[config.mk]
export PLATFORM = sky130hd
export DESIGN_NAME = acc_out_port_flat
export DESIGN_NICKNAME = d
export VERILOG_FILES = /design/src/rtl/acc_out_port_if.sv /design/src/rtl/acc_out_port.sv /design/src/flat_wrapper.sv
export SDC_FILE = /design/constraint.sdc
export NUM_CORES = 1
export LEC_CHECK = 0
export CORE_MARGIN = 1.5
export CORE_UTILIZATION = 51
export DETAILED_ROUTE_END_ITERATION = 10
export PLACE_DENSITY = 0.78
export SYNTH_ARGS = -nofsm -noshare
export SYNTH_HDL_FRONTEND = slang
export SYNTH_SLANG_ARGS = --single-unit
[constraint.sdc]
create_clock -name CLK -period 1.8 [get_ports CLK]
set_input_delay 0.18 -clock CLK [delete_from_list [all_inputs] [get_ports CLK]]
set_output_delay 0.18 -clock CLK [all_outputs]
set_load 0.01 [all_outputs]
[src/rtl/acc_out_port_if.sv]
// Bus between the accumulator controller and the output port buffer.
// Valid/ready: the head entry moves on a rising edge where port_valid and
// port_ack are both high. port_ack while port_valid is low does nothing.
// OutEn is a one-cycle push strobe. It is accepted when full is low, or when
// a pop happens on the same edge.
interface acc_out_port_if #(
    parameter int DEPTH = 2
);
    localparam int CW = $clog2(DEPTH) + 1;

    logic [7:0]    acc_in;
    logic          cin;
    logic          zin;
    logic          OutEn;
    logic          port_ack;
    logic          ovf_clr;
    logic [7:0]    port_data;
    logic          port_cout;
    logic          port_zout;
    logic          port_valid;
    logic          full;
    logic          ovf;
    logic [CW-1:0] count;

    // Controller / sink side: drives the push, ack and clear inputs.
    modport master (
        output acc_in, cin, zin, OutEn, port_ack, ovf_clr,
        input  port_data, port_cout, port_zout, port_valid, full, ovf, count
    );

    // Buffer side.
    modport slave (
        input  acc_in, cin, zin, OutEn, port_ack, ovf_clr,
        output port_data, port_cout, port_zout, port_valid, full, ovf, count
    );
endinterface

[src/rtl/acc_out_port.sv]
// Output port buffer: a DEPTH-entry circular FIFO of {carry, zero, data}
// words. The head entry is presented on registered outputs.
// DEPTH must be a power of two from 2 to 16. The pointers rely on natural
// binary wrap, so other values are not supported.
module acc_out_port #(
    parameter int DEPTH = 2
) (
    input  logic           CLK,
    input  logic           CLB,
    acc_out_port_if.slave  bus
);
    localparam int AW = $clog2(DEPTH);
    localparam int CW = AW + 1;

    logic [9:0]    mem [DEPTH];
    logic [AW-1:0] wr_ptr_q, wr_ptr_d;
    logic [AW-1:0] rd_ptr_q, rd_ptr_d;
    logic [CW-1:0] count_q, count_d;
    logic [9:0]    head_q, head_d;
    logic          ovf_q, ovf_d;

    logic          valid;
    logic          is_full;
    logic          pop;
    logic          push;
    logic          drop;
    logic [9:0]    wdata;

    assign valid   = (count_q != '0);
    assign is_full = (count_q == CW'(DEPTH));
    assign pop     = valid && bus.port_ack;
    assign push    = bus.OutEn && (!is_full || pop);
    assign drop    = bus.OutEn && is_full && !pop;
    assign wdata   = {bus.cin, bus.zin, bus.acc_in};

    // Next pointers, occupancy and sticky overflow (a dropped push beats a clear).
    always_comb begin
        wr_ptr_d = wr_ptr_q;
        rd_ptr_d = rd_ptr_q;
        count_d  = count_q;
        ovf_d    = ovf_q;
        if (push) begin
            wr_ptr_d = wr_ptr_q + AW'(1);
        end
        if (pop) begin
            rd_ptr_d = rd_ptr_q + AW'(1);
        end
        case ({push, pop})
            2'b10:   count_d = count_q + CW'(1);
            2'b01:   count_d = count_q - CW'(1);
            default: count_d = count_q;
        endcase
        if (drop) begin
            ovf_d = 1'b1;
        end else if (bus.ovf_clr) begin
            ovf_d = 1'b0;
        end
    end

    // Next head register. It keeps the last popped word while the FIFO is empty.
    // It takes the word being written when the new head slot is filled on this
    // same edge. That happens on a push into an empty FIFO, or on a push plus
    // pop at count 1.
    always_comb begin
        head_d = head_q;
        if (count_d != '0) begin
            if (push && (rd_ptr_d == wr_ptr_q)) begin
                head_d = wdata;
            end else begin
                head_d = mem[rd_ptr_d];
            end
        end
    end

    // Storage array; its contents need no reset because count gates all reads.
    always_ff @(posedge CLK) begin
        if (push) begin
            mem[wr_ptr_q] <= wdata;
        end
    end

    // Control state; reset empties the FIFO and clears the presented head.
    always_ff @(posedge CLK or negedge CLB) begin
        if (!CLB) begin
            wr_ptr_q <= '0;
            rd_ptr_q <= '0;
            count_q  <= '0;
            head_q   <= '0;
            ovf_q    <= 1'b0;
        end else begin
            wr_ptr_q <= wr_ptr_d;
            rd_ptr_q <= rd_ptr_d;
            count_q  <= count_d;
            head_q   <= head_d;
            ovf_q    <= ovf_d;
        end
    end

    assign bus.port_data  = head_q[7:0];
    assign bus.port_zout  = head_q[8];
    assign bus.port_cout  = head_q[9];
    assign bus.port_valid = valid;
    assign bus.full       = is_full;
    assign bus.ovf        = ovf_q;
    assign bus.count      = count_q;
endmodule

[src/flat_wrapper.sv]
// flat-port wrapper written by rule: the top's interface ports become plain ports
module acc_out_port_flat 
#(
    parameter int DEPTH = 2
)
  (CLK, CLB, bus_acc_in, bus_cin, bus_zin, bus_OutEn, bus_port_ack, bus_ovf_clr, bus_port_data, bus_port_cout, bus_port_zout, bus_port_valid, bus_full, bus_ovf, bus_count);
  acc_out_port_if #(.DEPTH(DEPTH)) bus_i ();
  input  logic CLK;
  input  logic CLB;
  input wire logic [$bits(bus_i.acc_in)-1:0] bus_acc_in;
  input wire logic [$bits(bus_i.cin)-1:0] bus_cin;
  input wire logic [$bits(bus_i.zin)-1:0] bus_zin;
  input wire logic [$bits(bus_i.OutEn)-1:0] bus_OutEn;
  input wire logic [$bits(bus_i.port_ack)-1:0] bus_port_ack;
  input wire logic [$bits(bus_i.ovf_clr)-1:0] bus_ovf_clr;
  output wire logic [$bits(bus_i.port_data)-1:0] bus_port_data;
  output wire logic [$bits(bus_i.port_cout)-1:0] bus_port_cout;
  output wire logic [$bits(bus_i.port_zout)-1:0] bus_port_zout;
  output wire logic [$bits(bus_i.port_valid)-1:0] bus_port_valid;
  output wire logic [$bits(bus_i.full)-1:0] bus_full;
  output wire logic [$bits(bus_i.ovf)-1:0] bus_ovf;
  output wire logic [$bits(bus_i.count)-1:0] bus_count;
  assign bus_i.acc_in = bus_acc_in;
  assign bus_i.cin = bus_cin;
  assign bus_i.zin = bus_zin;
  assign bus_i.OutEn = bus_OutEn;
  assign bus_i.port_ack = bus_port_ack;
  assign bus_i.ovf_clr = bus_ovf_clr;
  assign bus_port_data = bus_i.port_data;
  assign bus_port_cout = bus_i.port_cout;
  assign bus_port_zout = bus_i.port_zout;
  assign bus_port_valid = bus_i.port_valid;
  assign bus_full = bus_i.full;
  assign bus_ovf = bus_i.ovf;
  assign bus_count = bus_i.count;
  acc_out_port #(.DEPTH(DEPTH)) u_core (.CLK(CLK), .CLB(CLB), .bus(bus_i));
endmodule
==> summary.md, run 1 <==
| Metric | Value |
|---|---|
| Status | complete, no violations |
| Post-layout min period | about 1.7 ns |
| Global route total overflow | 0 |
| Xor and xnor fraction of the mapped netlist area | 0.0213 |
| Cells after Synth | roughly 120 |
| Post-route ant nets | 0 |
| Seq/Total Area, Yosys | 0.615 |
| Area of the core | ~0.0030 mm^2 |
| DRT iter0 DRCs | 25 |
| FMAX | 578 MHz |
| Leak | 0.867 nW |
| Share of cells above drive strength 1 | 0.249 |
| Total wire length | ~3200 um |
| Die X | between 50 and 60 um |
| Worst r2r src | u_core.wr_ptr_q |
| Max FO, Critical Path | 7 |
| Pwr dens | between 1500 and 2000 mW/mm^2 |
| RR Endpoint | u_core.head_q[8] |
| H-tree depth | 2 |
| # setup viols final | 0 |
| Mapped Nets | between 100 and 150 |
| Final Util | 0.704 |
| TritonCTS clock tree | yes |
| Ranking of synthesized cells by area | edfxtp_1 (38%), dfrtp_1 (24%), a221oi_2 (9.5%), mux2i_1 (6.3%), inv_1 (3.5%) |
| Via count | ~1,100 |
| R2R cell count | 5 |
| CP endpoint kind | output pin |
| Clk slew on worst S/H paths | 0.10 ns |
| Asr flop ratio synth | 0.429 |
| Max Cap Viol | 0 |
| Ports | 30 |
| Post-synth cell types | 25 |
| Wire length per cell | about 16 um |
| Die Ht | 58.8 um |
| CP arrival | about 1.6 ns |
| Slowest Stage Delay on Critical Path | between 0.4 and 0.5 ns |
| Critical Path Source Type | register |
| CTS max path bufs | 2 |
| Top-count cell post-synth | edfxtp_1 |
| Placed inst area | 0.00203 mm^2 |
| CTS root buf | clkbuf_4 |
| Fin nets | ~180 |
| Initial antenna violation count | 0 |
| Adder-Cell Fraction of Synth Area | 0 |
| Slew headroom | 0.630 |
| Commonest cells post-synth | edfxtp_1 (20), dfrtp_1 (15), inv_1 (15) |
| First-pass GRT wire length | 5060 um |
| Syn avg cell area | 13.6 um^2 |
| Post-Synth Simple-Gate Area | 0.0741 |
| # hold bufs at CTS | 0 |
| Dpl cells | 190 |
| Tightest Hold Check Type | in2async |
| CTS Buf Count | 5 |
| CP bufs+invs | 1 |
| DRC Markers | 0 |
| Setup repair after global routing missed its margin | no |
| Cell taking the most area after synthesis | edfxtp_1 |
| Worst ir drop on vdd | ~0.86 mV |
| Die ar. | 0.00345 mm^2 |
| Vias in the first global route | 1,127 |
| Drt via density | between 5 and 6 |
| R2R Setup Slk | about 0.18 ns |
| Finished Cell Area | around 0.0021 mm^2 |
| Finished Layout Cells | between 200 and 250 |
| Worst-Skew Late Latency | roughly 0.33 ns |
| Total track usage | 0.204 |
| Post-Syn Area | 0.00159 mm^2 |
| Synthesis-to-finish area growth | 33.2% |
| Critical Path RT | between 1.5 and 2 ns |
| Post-synth EDFFs | 20 |
| CP Class | reg2out |
| Diodes inserted | 0 |
| Period utilization | 0.961 |
| Prevailing post-synth register cell | edfxtp_1 |
| Largest family of logic cells by synthesized area | compound AO/OA/AOI/OAI gates |
| CP cell instances | or2_2, clkdlybuf4s50_1 |
| Max Slew Vio Count | 0 |
| Gp weighted congestion | ~0.70 |
| Worst slew pin tran | 0.555 ns |
| Largest net degree at the start of global routing | 16 |
| Synthesis Warnings | 0 |
| Final Hold Viols | 0 |
| Std-Cell Rows | 20 |
| DR pass1 iterations | 4 |
| Starting Density | 0.528 |
| Clock sink count | 35 |
| Compound-Gate Fraction of Synth Area | 0.174 |
| Number of port buffers | 29 |
| DPL Wire Length | 2200 um |
| Clk_skew | around 0.01 ns |
| Delay-heaviest family, CP | buffers and inverters |
| Crit path max-delay cell type | clkdlybuf4s50_1 |
| Post-synthesis mux area share | 0.0631 |
| Post-synth top area share | 0.379 |
| Count of state elements after synthesis | 35 |
-- sequential cells by signal (all words and copies together) (netlist names) --
signal,cells
u_core.mem,20
u_core.wr_ptr_q,1
u_core.bus.ovf,1
u_core.head_q,10
u_core.rd_ptr_q,1
u_core.bus.count,2
-- through the flow --
stage | setup WS, ns | total power, mW | setup TNS, ns | hold slack, ns
6_report | 0.0710 | 3.66 | 0 | 0.160
5_1_grt | 0.0111 | 3.90 | 0 | 0.159
4_1_cts | 0.0108 | 3.68 | 0 | 0.156
3_5_place_dp | -0.0589 | 3.24 | -0.414 | 0.511
3_3_place_gp | 0.0109 | 3.17 | 0 | 0.494
2_1_floorplan | 0.170 | 2.41 | 0 | -0.116
-- final cells by class --
class | count | area, um^2
fill | 213 | 890
tap | 33 | 41.3
timing repair buffer | 47 | 460
clock inverter | 1 | 5.00
sequential | 35 | 978
inverter | 15 | 56.3
clock buffer | 7 | 45.0
multi-input combinational | 64 | 527
-- cells in the final DEF, fill, tap and decap left out, types with 5 or more instances in the layout --
| cell type | n |
|---|---|
| clkdlybuf4s50_1 | 29 |
| edfxtp_1 | 20 |
| inv_1 | 15 |
| nor2_1 | 14 |
| buf_4 | 14 |
| dfrtp_1 | 13 |
| mux2i_1 | 10 |
| a221oi_2 | 10 |
| clkbuf_4 | 5 |
-- timing repair --
action | 4_1_cts | 5_1_grt
endpoints found under the setup margin | 2 | 1
buffers inserted | 2 | 2
pin swaps | 0 | 0
gates resized for setup | 2 | 0
cloned | 0 | 0
-- layer usage --
metal,global-route usage,share of wire,vias up
li1,-,-,526
met1,0.233,0.41,536
met2,0.333,0.52,31
met3,0.0813,0.053,9
met4,0.101,0.018,0
met5,0,0,-
-- worst max-delay path by stage --
stage,cells past startpoint,start,to
2_1_floorplan,4,u_core.bus.count[0],u_core.mem[1][0]
3_3_place_gp,5,bus_OutEn,u_core.head_q[7]
3_5_place_dp,5,bus_OutEn,u_core.head_q[8]
4_1_cts,2,u_core.bus.count[1],bus_port_valid
5_1_grt,2,u_core.bus.count[1],bus_port_valid
6_report,2,u_core.bus.count[1],bus_port_valid
-- kinds of logic after synthesis --
group                  Yosys count
flip-flops                      35
buffers and inverters           18
multiplexers                    10
AND/OR/NAND/NOR                 26
AO/OA/AOI/OAI                   25
XOR/XNOR                         3
-- power by group --
| group | internal [mW] | switching (mW) |
|---|---|---|
| sequential | 1.14 | 0.149 |
| clock | 0.152 | 0.236 |
| combinational | 1.06 | 0.926 |
Power figures use the tool's default switching activity.
==> run 2: changes to the inputs <==
CELL_PAD_IN_SITES_DETAIL_PLACEMENT = 1   (was unset)
CELL_PAD_IN_SITES_GLOBAL_PLACEMENT = 2   (was unset)
CORE_UTILIZATION = 36   (was 51)
CTS_BUF_LIST = sky130_fd_sc_hd__clkbuf_4 sky130_fd_sc_hd__clkbuf_8   (was unset)
PLACE_DENSITY = unset   (was 0.78)
PLACE_DENSITY_LB_ADDON = 0.1   (was unset)
==> run 2 against run 1 <==
Effect of this change: critical endpoint unchanged; non-clock buffer count increased by 3; critical path type unchanged; sequential cell count did not move; largest power group unchanged; die area increased by 39%.
==> summary.md, run 2 (synthesized netlist as in run 1, its figures left out) <==
| Metric | Value |
|---|---|
| Status | complete, no violations |
| DRC Markers | 0 |
| Pwr dens | between 1500 and 2000 mW/mm^2 |
| Initial antenna violation count | 0 |
| CTS max path bufs | 2 |
| R2R Setup Slk | about 0.11 ns |
| Finished Layout Cells | about 220 |
| Slowest Stage Delay on Critical Path | slightly below 0.5 ns |
| Crit path to | bus_port_valid |
| Max Slew Vio Count | 0 |
| Area of the core | roughly 0.0041 mm^2 |
| CP Class | reg2out |
| Gp weighted congestion | approximately 0.76 |
| Worst r2r src | u_core.bus.count[0] |
| Starting Density | 0.386 |
| Total track usage | 0.174 |
| Clk_skew | approximately 0.0045 ns |
| CTS Buf Count | 5 |
| Drt via density | about 5.1 |
| RR Endpoint | u_core.head_q[4] |
| Via count | roughly 1,100 |
| Share of cells above drive strength 1 | 0.273 |
| CP arrival | roughly 1.6 ns |
| Largest net degree at the start of global routing | 16 |
| TritonCTS clock tree | yes |
| Slew headroom | 0.692 |
| Most common cell after layout, fill and taps aside | clkdlybuf4s50_1 |
| FMAX | about 570 MHz |
| DPL Wire Length | 2780 um |
| Critical Path Source Type | register |
| # hold bufs at CTS | 0 |
| Worst-Skew Late Latency | about 0.28 ns |
| Most frequent cells in the layout | clkdlybuf4s50_1 (29), edfxtp_1 (20), buf_4 (19) |
| DR pass1 iterations | 4 |
| First-pass GRT wire length | about 6400 um |
| Worst slew pin tran | ~0.46 ns |
| # setup viols final | 0 |
| Crit. Startpoint | u_core.bus.count[1] |
| Setup repair after global routing missed its margin | no |
| Critical Path RT | ~1.6 ns |
| Number of port buffers | 29 |
| Ports | 30 |
| Die X | approximately 69 um |
| Global route total overflow | 0 |
| Fin nets | roughly 190 |
| Synthesis-to-finish area growth | 37.8% |
| Diodes inserted | 0 |
| CTS root buf | clkbuf_8 |
| Wire length per cell | roughly 17 um |
| Clk slew on worst S/H paths | approximately 0.07 ns |
| Top reg by flops | u_core.mem |
| R2R cell count | 6 |
| Crit path max-delay cell type | dfrtp_2 |
| Clock sink count | 35 |
| Post-route ant nets | 0 |
| Std-Cell Rows | 23 |
| Die ar. | a little under 0.005 mm^2 |
| Max FO, Critical Path | 11 |
| Max Cap Viol | 0 |
| Setup tns final | 0 ns |
| Vias in the first global route | 1,247 |
| Period utilization | 0.970 |
| Leak | approximately 0.90 nW |
| CP endpoint kind | output pin |
| Final WS setup | approximately 0.053 ns |
| DRT iter0 DRCs | 38 |
| H-tree depth | 2 |
| Tightest Hold Check Type | in2async |
| Post-layout min period | approximately 1.7 ns |
| Largest register FFs | 20 |
| Total wire length | between 3000 and 4000 um |
| Die Ht | around 70 um |
| Final Hold Viols | 0 |
| Worst ir drop on vdd | approximately 0.69 mV |
| Pre-CTS setup slack | -0.0728 ns |
| CP cell instances | or2_2, clkdlybuf4s50_1 |
| Dpl cells | around 210 |
==> run 2: cell type report <==
type                            count  area, um^2
Tap cell                           50        62.6
Sequential cell                    35         978
Fill cell                         432        1930
Inverter                           15        56.3
Clock buffer                        7        83.8
Clock inverter                      1        5.00
Multi-Input combinational cell     64         527
Timing Repair Buffer               50         473
==> run 2: power breakdown <==
| part | switching [mW] | internal [mW] | total [mW] |
|---|---|---|---|
| Clock | 0.273 | 0.302 | 0.575 |
| Sequential | 0.176 | 1.14 | 1.31 |
| Combinational | 0.920 | 1.05 | 1.97 |
| Total | 1.37 | 2.49 | 3.86 |
==> run 2: stage by stage <==
step                 util  power [mW]  instance area [um^2]  hold slack, ns
floorplan               -        2.41                  1590          -0.116
global placement    0.505        3.23                  2080           0.496
detailed placement  0.505        3.29                  2080           0.537
CTS                 0.528        3.89                  2170           0.228
global route        0.531        4.09                  2190           0.257
finish              0.531        3.86                  2190           0.228
==> run 2: routing by layer <==
| layer | wire (um) | track usage | vias up |
|---|---|---|---|
| li1 | - | - | 528 |
| met3 | 127 | 0.0509 | 6 |
| met2 | 2060 | 0.303 | 21 |
| met5 | 0 | 0 | - |
| met1 | 1600 | 0.199 | 574 |
| met4 | 60 | 0.0675 | 0 |
==> run 2: worst min-delay path by stage <==
stage                   startpoint  slack [ns]                  end  cells after the start
floorplan                      CLB       -0.12  u_core.bus.count[0]                      0
global placement    u_core.bus.ovf        0.50       u_core.bus.ovf                      1
detailed placement             CLB        0.54  u_core.bus.count[0]                      2
CTS                            CLB        0.23  u_core.bus.count[0]                      2
global route                   CLB        0.26     u_core.head_q[1]                      2
finish                         CLB        0.23     u_core.head_q[1]                      2
==> run 2: worst max-delay path: cells and delay by family, from the launching register on <==
| family | cells | cell delay, ns |
|---|---|---|
| flip-flops | 1 | 0.49 |
| buffers and inverters | 1 | 0.48 |
| AND/OR/NAND/NOR | 1 | 0.31 |
==> run 2: timing repair <==
| item | in CTS | in global routing |
|---|---|---|
| endpoints found under the setup margin | 2 | 2 |
| buffers inserted | 0 | 2 |
| gates resized for setup | 2 | 0 |
